`src/rtl/instr_fetch_ctrl_pkg.sv`:
```
// Shared state encoding, fetch defaults and address helpers for the instruction fetch controller.
package instr_fetch_ctrl_pkg;

  typedef enum logic [1:0] {
    IDLE  = 2'd0,
    FETCH = 2'd1,
    HALT  = 2'd2
  } state_t;

  localparam logic [31:0] DEF_END_ADDR  = 32'd64;
  localparam logic [31:0] DEF_HALT_WORD = 32'h0000_0000;
  localparam logic [31:0] DEF_PC_STEP   = 32'd4;

  // Redirect targets are forced onto a word boundary.
  function automatic logic [31:0] align_word(input logic [31:0] addr);
    return addr & ~32'h0000_0003;
  endfunction

endpackage

```
`src/rtl/instr_fetch_ctrl_if.sv`:
```
// Fetch-side bus: instruction memory port, decode slot handshake, redirect and status.
interface instr_fetch_ctrl_if;
  logic        start;
  logic [31:0] imem_addr;
  logic [31:0] imem_data;
  logic [31:0] instr;
  logic [31:0] instr_pc;
  logic        instr_valid;
  logic        instr_ready;
  logic        branch_taken;
  logic [31:0] branch_target;
  logic        halted;

  modport master (
    input  start, imem_data, instr_ready, branch_taken, branch_target,
    output imem_addr, instr, instr_pc, instr_valid, halted
  );

  modport slave (
    output start, imem_data, instr_ready, branch_taken, branch_target,
    input  imem_addr, instr, instr_pc, instr_valid, halted
  );
endinterface

```
`src/rtl/instr_fetch_ctrl_pc_reg.sv`:
```
// Program counter: clear to 0, word-aligned redirect, or step; priority clr > redirect > incr.
module pc_reg
  import instr_fetch_ctrl_pkg::*;
#(
  parameter logic [31:0] PC_STEP = DEF_PC_STEP
) (
  input  logic        clk,
  input  logic        reset,
  input  logic        clr,
  input  logic        redirect,
  input  logic [31:0] target,
  input  logic        incr,
  output logic [31:0] pc
);

  always_ff @(posedge clk) begin
    if (reset) begin
      pc <= 32'd0;
    end else if (clr) begin
      pc <= 32'd0;
    end else if (redirect) begin
      pc <= align_word(target);
    end else if (incr) begin
      pc <= pc + PC_STEP;
    end
  end

endmodule

```
`src/rtl/instr_fetch_ctrl.sv`:
```
// Fetch FSM feeding a one-entry decode slot; word at pc registered one edge after it is addressed.
// Slot holds while instr_valid && !instr_ready; a branch flushes the slot and wins over everything.
module instr_fetch_ctrl
  import instr_fetch_ctrl_pkg::*;
#(
  parameter logic [31:0] END_ADDR  = DEF_END_ADDR,
  parameter logic [31:0] HALT_WORD = DEF_HALT_WORD,
  parameter logic [31:0] PC_STEP   = DEF_PC_STEP
) (
  input  logic               clk,
  input  logic               reset,
  instr_fetch_ctrl_if.master bus
);

  state_t      state, state_nxt;
  logic [31:0] pc;
  logic        slot_free;
  logic        pc_clr, pc_redirect, pc_incr;
  logic        load, valid_clr;

  assign slot_free     = !bus.instr_valid || bus.instr_ready;
  assign bus.imem_addr = pc;
  assign bus.halted    = (state == HALT);

  pc_reg #(.PC_STEP(PC_STEP)) u_pc_reg (
    .clk      (clk),
    .reset    (reset),
    .clr      (pc_clr),
    .redirect (pc_redirect),
    .target   (bus.branch_target),
    .incr     (pc_incr),
    .pc       (pc)
  );

  always_ff @(posedge clk) begin
    if (reset) begin
      state <= IDLE;
    end else begin
      state <= state_nxt;
    end
  end

  always_comb begin
    state_nxt   = state;
    pc_clr      = 1'b0;
    pc_redirect = 1'b0;
    pc_incr     = 1'b0;
    load        = 1'b0;
    valid_clr   = 1'b0;
    case (state)
      IDLE: begin
        if (bus.start) begin
          pc_clr    = 1'b1;
          state_nxt = FETCH;
        end
      end
      FETCH: begin
        if (bus.branch_taken) begin
          pc_redirect = 1'b1;
          valid_clr   = 1'b1;
        end else if (slot_free) begin
          // End-of-program check comes first so the word past the program is never decoded.
          if (pc == END_ADDR || bus.imem_data == HALT_WORD) begin
            valid_clr = 1'b1;
            state_nxt = HALT;
          end else begin
            load    = 1'b1;
            pc_incr = 1'b1;
          end
        end
      end
      HALT: begin
        if (bus.start) begin
          pc_clr    = 1'b1;
          valid_clr = 1'b1;
          state_nxt = FETCH;
        end else if (bus.instr_ready) begin
          valid_clr = 1'b1;
        end
      end
      default: begin
        state_nxt = IDLE;
      end
    endcase
  end

  always_ff @(posedge clk) begin
    if (reset) begin
      bus.instr       <= 32'd0;
      bus.instr_pc    <= 32'd0;
      bus.instr_valid <= 1'b0;
    end else if (load) begin
      bus.instr       <= bus.imem_data;
      bus.instr_pc    <= pc;
      bus.instr_valid <= 1'b1;
    end else if (valid_clr) begin
      bus.instr_valid <= 1'b0;
    end
  end

endmodule
```
`src/flat_wrapper.sv`:
```
// flat-port wrapper written by rule: the top's interface ports become plain ports
module instr_fetch_ctrl_flat import instr_fetch_ctrl_pkg::*;
#(
  parameter logic [31:0] END_ADDR  = DEF_END_ADDR,
  parameter logic [31:0] HALT_WORD = DEF_HALT_WORD,
  parameter logic [31:0] PC_STEP   = DEF_PC_STEP
)
  (clk, reset, bus_start, bus_imem_data, bus_instr_ready, bus_branch_taken, bus_branch_target, bus_imem_addr, bus_instr, bus_instr_pc, bus_instr_valid, bus_halted);
  instr_fetch_ctrl_if bus_i ();
  input  logic clk;
  input  logic reset;
  input wire logic [$bits(bus_i.start)-1:0] bus_start;
  input wire logic [$bits(bus_i.imem_data)-1:0] bus_imem_data;
  input wire logic [$bits(bus_i.instr_ready)-1:0] bus_instr_ready;
  input wire logic [$bits(bus_i.branch_taken)-1:0] bus_branch_taken;
  input wire logic [$bits(bus_i.branch_target)-1:0] bus_branch_target;
  output wire logic [$bits(bus_i.imem_addr)-1:0] bus_imem_addr;
  output wire logic [$bits(bus_i.instr)-1:0] bus_instr;
  output wire logic [$bits(bus_i.instr_pc)-1:0] bus_instr_pc;
  output wire logic [$bits(bus_i.instr_valid)-1:0] bus_instr_valid;
  output wire logic [$bits(bus_i.halted)-1:0] bus_halted;
  assign bus_i.start = bus_start;
  assign bus_i.imem_data = bus_imem_data;
  assign bus_i.instr_ready = bus_instr_ready;
  assign bus_i.branch_taken = bus_branch_taken;
  assign bus_i.branch_target = bus_branch_target;
  assign bus_imem_addr = bus_i.imem_addr;
  assign bus_instr = bus_i.instr;
  assign bus_instr_pc = bus_i.instr_pc;
  assign bus_instr_valid = bus_i.instr_valid;
  assign bus_halted = bus_i.halted;
  instr_fetch_ctrl #(.END_ADDR(END_ADDR), .HALT_WORD(HALT_WORD), .PC_STEP(PC_STEP)) u_core (.clk(clk), .reset(reset), .bus(bus_i));
endmodule
```
`config.mk`:
```
export PLATFORM = sky130hd
export DESIGN_NAME = instr_fetch_ctrl_flat
export DESIGN_NICKNAME = d
export VERILOG_FILES = /design/src/rtl/instr_fetch_ctrl_pkg.sv /design/src/rtl/instr_fetch_ctrl_if.sv /design/src/rtl/instr_fetch_ctrl_pc_reg.sv /design/src/rtl/instr_fetch_ctrl.sv /design/src/flat_wrapper.sv
export SDC_FILE = /design/constraint.sdc
export NUM_CORES = 1
export LEC_CHECK = 0
export ABC_AREA = 0
export BUFFER_PORTS_ARGS = -buffer_cell sky130_fd_sc_hd__buf_4
export CAP_MARGIN = 20
export CORE_MARGIN = 3
export CORE_UTILIZATION = 45
export CTS_CLUSTER_DIAMETER = 120
export DETAILED_ROUTE_END_ITERATION = 12
export GPL_ROUTABILITY_DRIVEN = 0
export MAX_ROUTING_LAYER = met4
export PLACE_DENSITY = 0.76
export RECOVER_POWER = 50
export SYNTH_ARGS = -nofsm -noshare
export SYNTH_HDL_FRONTEND = slang
export SYNTH_SLANG_ARGS = --single-unit
export TNS_END_PERCENT = 1
```
`constraint.sdc`:
```
create_clock -name clk -period 3.5 [get_ports clk]
set_clock_uncertainty 0.2 [all_clocks]
set_input_delay 0.7 -clock clk [delete_from_list [all_inputs] [get_ports clk]]
set_output_delay 0.7 -clock clk [all_outputs]
set_load 0.03 [all_outputs]
```
==> qor.csv, run 1 <==
metric;value;unit
syn2layout_area_growth;25.9;%
hold_violations;0;
ys_types;46;
coreArea;0.00928;sq mm
die_h;104;um
synthCells;550;
grtUsageTotal;0.227;
path_clk_slew;0.08;ns
cts_tree;yes;
worst_setup_path_end_kind;flip-flop;
finalCriticalPeriod;2.75;ns
yosysWarnings;0;
vias_per_cell;5.27;
cp-start-kind;primary input;
async_reset_ff_frac;0;
cts_num_sinks;95;
numCtsBuffers;9;
cts_setup_buffers;0;
slew_violations;0;
fill_cells;973;
yosysMostFrequentCell;nand2_1;
synth_top_area_cell;dfxtp_1;
grt_pass1_vias;4044;
period_share;0.786;
critPathMaxFanout;20;
p_clk_frac;0.319;
seq_area_frac_synth;0.442;
drive_gt1_frac;0.153;
routed_wl;12.3;mm
diodes;0;
fin_tns_setup;0;ns
leakage;1.84;nW
drc;0;
via_count;4365;
clock_latency;0.35;ns
dp_cells;811;
largest_register_ffs;32;
synth_enable_flop_cells;0;
tightest_slew;0.698;ns
syn_area_per_cell;7.82;sq um
ys.flop_type;dfxtp_1;
ctsHoldBuffers;0;
grt_pass1_wl;19.9;mm
syn_area;0.00430;sq mm
power_frac_comb;0.175;
first_iter_violations;237;
clock-root-buffer;clkbuf_8;
cellPowerDensity;425;mW/mm^2
synth_top_area_frac;0.442;
clk_path_buf_depth;2;
final_cells;828;
num-nets-final;768;
die_w;104;um
ir_drop;228;uV
grt_max_degree;67;
overflow;0;
seqPwrFrac;0.506;
critPathArrivalTime;2.83;ns
p_sw_frac;0.298;
initial_core_util;0.463;
clock.fmax;0.363;GHz
wl_per_cell;14.8;um
finalSetupViolCount;0;
status;complete, no violations;
portBuffers;160;
ant_nets;0;
relSlewSlack;0.535;
switchingPower;686;uW
htreeDepth;3;
synth_commonest_cells;nand2_1 (141), dfxtp_1 (95), a21oi_1 (90);
yosys-top-cells-area;dfxtp_1 (44%), nand2_1 (12%), a21oi_1 (10%);
dp_hpwl;8.74;mm
ios;167;
core.rowCount;35;
antenna_found_initial;0;
intPower;1.62;mW
rsz0062_at_grt;no;
die_area;0.0108;sq mm
synth_seq_cells;95;
maxCapViolCount;0;
firstDrtPassIters;7;
worst_ep_required_time;3.58;ns
path_class;in -> reg;
cts-resized-gates;0;
hold_class;reg -> reg;
-- layout by cell type, fill, tap and decap left out, drive strengths merged, types with 4 or more instances in the layout --
cell and n:
xnor2 13, a21oi 90, clkbuf 106, and3 7, buf 77, nand3 15, nor4 18, ha 5
nor3 11, dfxtp 95, nand2 141, nand4 9, nor4b 4, o221ai 4, conb 4, inv 13
nor2 20, o21ai 30
-- metrics by stage --
step / setup slack (ns) / power (mW) / instance area, sq um / hold WS [ns] / utilization
global route: 0.499 / 2.41 / 5420 / 0.274 / 0.583
CTS: 0.513 / 2.35 / 5750 / 0.257 / 0.619
detailed placement: 0.303 / 1.62 / 5550 / 0.246 / 0.598
global placement: 0.398 / 1.61 / 5550 / 0.243 / 0.598
floorplan: 0.964 / 1.45 / 4310 / 0.296 / -
finish: 0.748 / 2.30 / 5420 / 0.255 / 0.583
-- power by group through the flow --
stage                     Clock, mW  Combinational (mW)  Sequential, mW
after floorplan                   0               0.190            1.26
after global placement            0               0.422            1.19
after detailed placement          0               0.429            1.19
after CTS                     0.755               0.431            1.17
after global routing          0.795               0.439            1.17
final                         0.735               0.402            1.17
-- path summary, 6_finish.rpt --
kind,slack [ns],endpoint,startpoint,cells after the start
setup reg to reg,0.79,u_core.u_pc_reg.pc[6]$_SDFFE_PP0P_,u_core.u_pc_reg.pc[3]$_SDFFE_PP0P_,9
hold / removal,0.26,u_core.bus.instr[21]$_SDFFE_PP0P_,u_core.bus.instr[21]$_SDFFE_PP0P_,2
setup / recovery,0.75,u_core.u_pc_reg.pc[6]$_SDFFE_PP0P_,bus_imem_data[14],8
hold reg to reg,0.26,u_core.bus.instr[21]$_SDFFE_PP0P_,u_core.bus.instr[21]$_SDFFE_PP0P_,2
-- routing by layer --
metal	track usage	share of wire	vias up
li1	-	-	2178
met3	0.0424	0.062	15
met5	-	0	-
met4	0.0712	0.014	0
met1	0.288	0.44	2029
met2	0.369	0.49	143
-- worst max-delay path, cell delays in order --
cell and delay (ns):
buf_4 0.12, nor4_1 0.35, nand4_1 0.33, o22ai_2 0.37, or2_2 0.37, buf_4 0.30
o21ai_0 0.12, a21oi_1 0.16
-- area by class of cell --
type	instances	area, sq um	share of cell area
Clock buffer	12	145	0.0268
Clock inverter	4	55.1	0.0102
Inverter	13	48.8	0.00901
Multi-Input combinational cell	404	2150	0.397
Sequential cell	95	1900	0.351
Tap cell	129	161	0.0298
Timing Repair Buffer	171	956	0.176
-- kinds of logic after synthesis --
kind of cell             Yosys count  synth area share
AND/OR/NAND/NOR                  241             0.265
AO/OA/AOI/OAI                    140             0.185
flip-flops                        95             0.442
buffers and inverters             54            0.0640
XOR/XNOR                          13            0.0265
adder cells (fa/ha/maj)            5            0.0145
other                              1          0.000872
multiplexers                       1           0.00233
Power figures use the tool's default switching activity.
==> inputs of run 2 (changes only) <==
--- a/config.mk
+++ b/config.mk
@@ -5,7 +5,7 @@
 export SDC_FILE = /design/constraint.sdc
 export NUM_CORES = 1
 export LEC_CHECK = 0
-export ABC_AREA = 0
+export ABC_AREA = 1
 export BUFFER_PORTS_ARGS = -buffer_cell sky130_fd_sc_hd__buf_4
 export CAP_MARGIN = 20
 export CORE_MARGIN = 3
@@ -14,7 +14,7 @@
 export DETAILED_ROUTE_END_ITERATION = 12
 export GPL_ROUTABILITY_DRIVEN = 0
 export MAX_ROUTING_LAYER = met4
-export PLACE_DENSITY = 0.76
+export PLACE_DENSITY = 0.77
 export RECOVER_POWER = 50
 export SYNTH_ARGS = -nofsm -noshare
 export SYNTH_HDL_FRONTEND = slang
==> constraint.sdc (replaced) <==
create_clock -name clk -period 2.2 [get_ports clk]
set_clock_uncertainty 0.2 [all_clocks]
set_input_delay 0.44 -clock clk [delete_from_list [all_inputs] [get_ports clk]]
set_output_delay 0.44 -clock clk [all_outputs]
set_load 0.03 [all_outputs]
==> run 2 against run 1 <==
Critical path depth grew 5. Area after synthesis rose by 11%. Count of clock-buffer cells in the layout stayed put. Hold slack worse by 0.15 ns. First-iteration DRC count increased by 100%.
==> qor.csv, run 2 <==
metric;value;unit
ant_nets;0;
hold_class;in -> reg;
grt_pass1_wl;24.3;mm
syn_area_per_cell;6.63;sq um
ys.flop_type;dfxtp_1;
synth_xor_xnor_area_share;0.0147;
routed_wl;15.0;mm
cellPowerDensity;960;mW/mm^2
yosys-top-cells-area;dfxtp_1 (40%), nand2_1 (14%), a21oi_1 (9.0%);
ys_types;35;
ir_drop;447;uV
synth-simple-area-share;0.313;
tightest_slew;0.511;ns
cts_tree;yes;
maxCapViolCount;0;
status;complete, no violations;
clk_path_buf_depth;2;
yosysWarnings;0;
coreArea;0.0100;sq mm
synth_top_family_by_area;simple AND/OR/NAND/NOR gates;
finalCriticalPeriod;2.17;ns
synth_fa_ha_area_frac;0.0131;
portBuffers;160;
grt_max_degree;55;
worst_setup_path_end_kind;flip-flop;
synth-compound-area-share;0.163;
die_area;0.0119;sq mm
fill_cells;1022;
synth_mux_area_frac;0;
drive_gt1_frac;0.193;
htreeDepth;3;
drc;0;
cts_num_sinks;95;
multi_input_area;0.00245;sq mm
synth_commonest_cells;nand2_1 (182), nor2_1 (105), dfxtp_1 (95);
overflow;0;
grtUsageTotal;0.265;
ios;167;
die_w;109;um
worst_ep_required_time;2.31;ns
layout_commonest_cell;nand2_1;
synthCells;720;
die_h;109;um
synth_enable_flop_cells;0;
reg2reg_setup_slack;0.03;ns
p_total;5.99;mW
hold_violations;0;
grt_pass1_vias;5005;
critPathMaxFanout;8;
synth_top_area_cell;dfxtp_1;
leakage;2.64;nW
relSlewSlack;0.659;
synth_seq_cells;95;
seq_area_frac_synth;0.398;
synth_top_area_frac;0.398;
syn_area;0.00478;sq mm
firstDrtPassIters;5;
fin_util;0.621;
diodes;0;
cp-start-kind;flip-flop;
critPathArrivalTime;2.28;ns
clock.fmax;0.461;GHz
slew_violations;0;
initial_core_util;0.476;
async_reset_ff_frac;0;
rsz0062_at_grt;yes;
finalSetupViolCount;0;
syn2layout_area_growth;30.5;%
yosysMostFrequentCell;nand2_1;
path_clk_slew;0.09;ns
final_cell_mix;nand2_1 (182), buf_4 (117), nor2_1 (103), dfxtp_1 (95);
numCtsBuffers;9;
via_count;5442;
core.rowCount;36;
path_class;reg -> reg;
seq_area;0.00190;sq mm
num-nets-final;977;
largest_register_ffs;32;
antenna_found_initial;0;
wl_per_cell;14.4;um
dp_hpwl;11.2;mm
vias_per_cell;5.23;
first_iter_violations;480;
period_share;0.987;
clock_latency;0.36;ns
clock-root-buffer;clkbuf_8;
run 2: cell types whose count changed in the layout (fill, tap and decap cells not counted), moves of 11 or more:
cell      delta
clkbuf_1    -11
buf_4       +42
nor4_1      -13
nor2_1      +84
nand2_1     +41
o21ai_1     +31
xnor2_1     -12
inv_2       +14
inv_1       +27
nand3_1     +22
run 2: worst max-delay path, cell delays in order, from the launching register on:
cell and delay [ns]:
dfxtp_1 0.34, inv_1 0.08, ha_1 0.14, inv_1 0.04
nor3_1 0.20, nand2_1 0.13, nor2_2 0.15, nand2_2 0.09
nand3_4 0.16, nand2_2 0.11, inv_2 0.11, buf_4 0.19
nor2_1 0.06, nor2_1 0.10
run 2: per-layer routing:
| layer | GRT usage | up-vias | part of all wire |
|---|---|---|---|
| li1 | - | 2674 | - |
| met1 | 0.359 | 2434 | 0.43 |
| met2 | 0.404 | 300 | 0.45 |
| met3 | 0.0391 | 34 | 0.097 |
| met4 | 0.0929 | 0 | 0.026 |
| met5 | - | - | 0 |
run 2: kinds of logic (layout without fill, tap and decap cells):
family / count (synthesis) / count (layout)
AO/OA/AOI/OAI: 153 / 153
XOR/XNOR: 8 / 8
adder cells (fa/ha/maj): 5 / 5
buffers and inverters: 97 / 282
flip-flops: 95 / 95
other: 1 / 4
AND/OR/NAND/NOR: 361 / 361
run 2: final cells by class:
type,instances,area share
repair buffers,209,0.211
flip-flops and latches,95,0.305
repair inverters,1,0.00120
inverters,56,0.0347
clock inverters,4,0.00441
multi-input cells,531,0.392
well taps,133,0.0267
clock buffers,12,0.0249
run 2: power by group:
| part | leakage [nW] | switching [mW] | internal, mW |
|---|---|---|---|
| clock | 0.0967 | 0.625 | 0.477 |
| combinational | 1.77 | 1.80 | 0.870 |
| sequential | 0.772 | 0.202 | 2.02 |
run 2: stage by stage:
stage | cells | setup slack, ns | hold WS, ns | setup TNS (ns) | instance area (sq um)
after CTS | 1037 | 0.0553 | 0.0920 | 0 | 6480
after detailed placement | 1018 | -0.00607 | 0.255 | -0.00749 | 6260
after floorplan | 723 | 0.136 | 0.256 | 0 | 4790
after global routing | 1041 | -0.148 | 0.0959 | -8.28 | 6240
final | 1041 | 0.0286 | 0.106 | 0 | 6240
after global placement | 1018 | 0.0466 | 0.252 | 0 | 6260
run 2: what timing repair did:
item	in CTS	in global routing
cloned	1	0
hold buffers	0	0
resized for setup	4	25
pin swaps	0	1
setup buffers	2	4
setup endpoints to repair	1	85
run 2: worst paths after layout:
check,from,to,cells past startpoint
worst max-delay path,u_core.u_pc_reg.pc[2]$_SDFFE_PP0P_,u_core.u_pc_reg.pc[10]$_SDFFE_PP0P_,13
worst min-delay path,reset,u_core.bus.instr[23]$_SDFFE_PP0P_,2
worst max register to register,u_core.u_pc_reg.pc[2]$_SDFFE_PP0P_,u_core.u_pc_reg.pc[10]$_SDFFE_PP0P_,13
worst min register to register,u_core.bus.instr[29]$_SDFFE_PP0P_,u_core.bus.instr[29]$_SDFFE_PP0P_,2
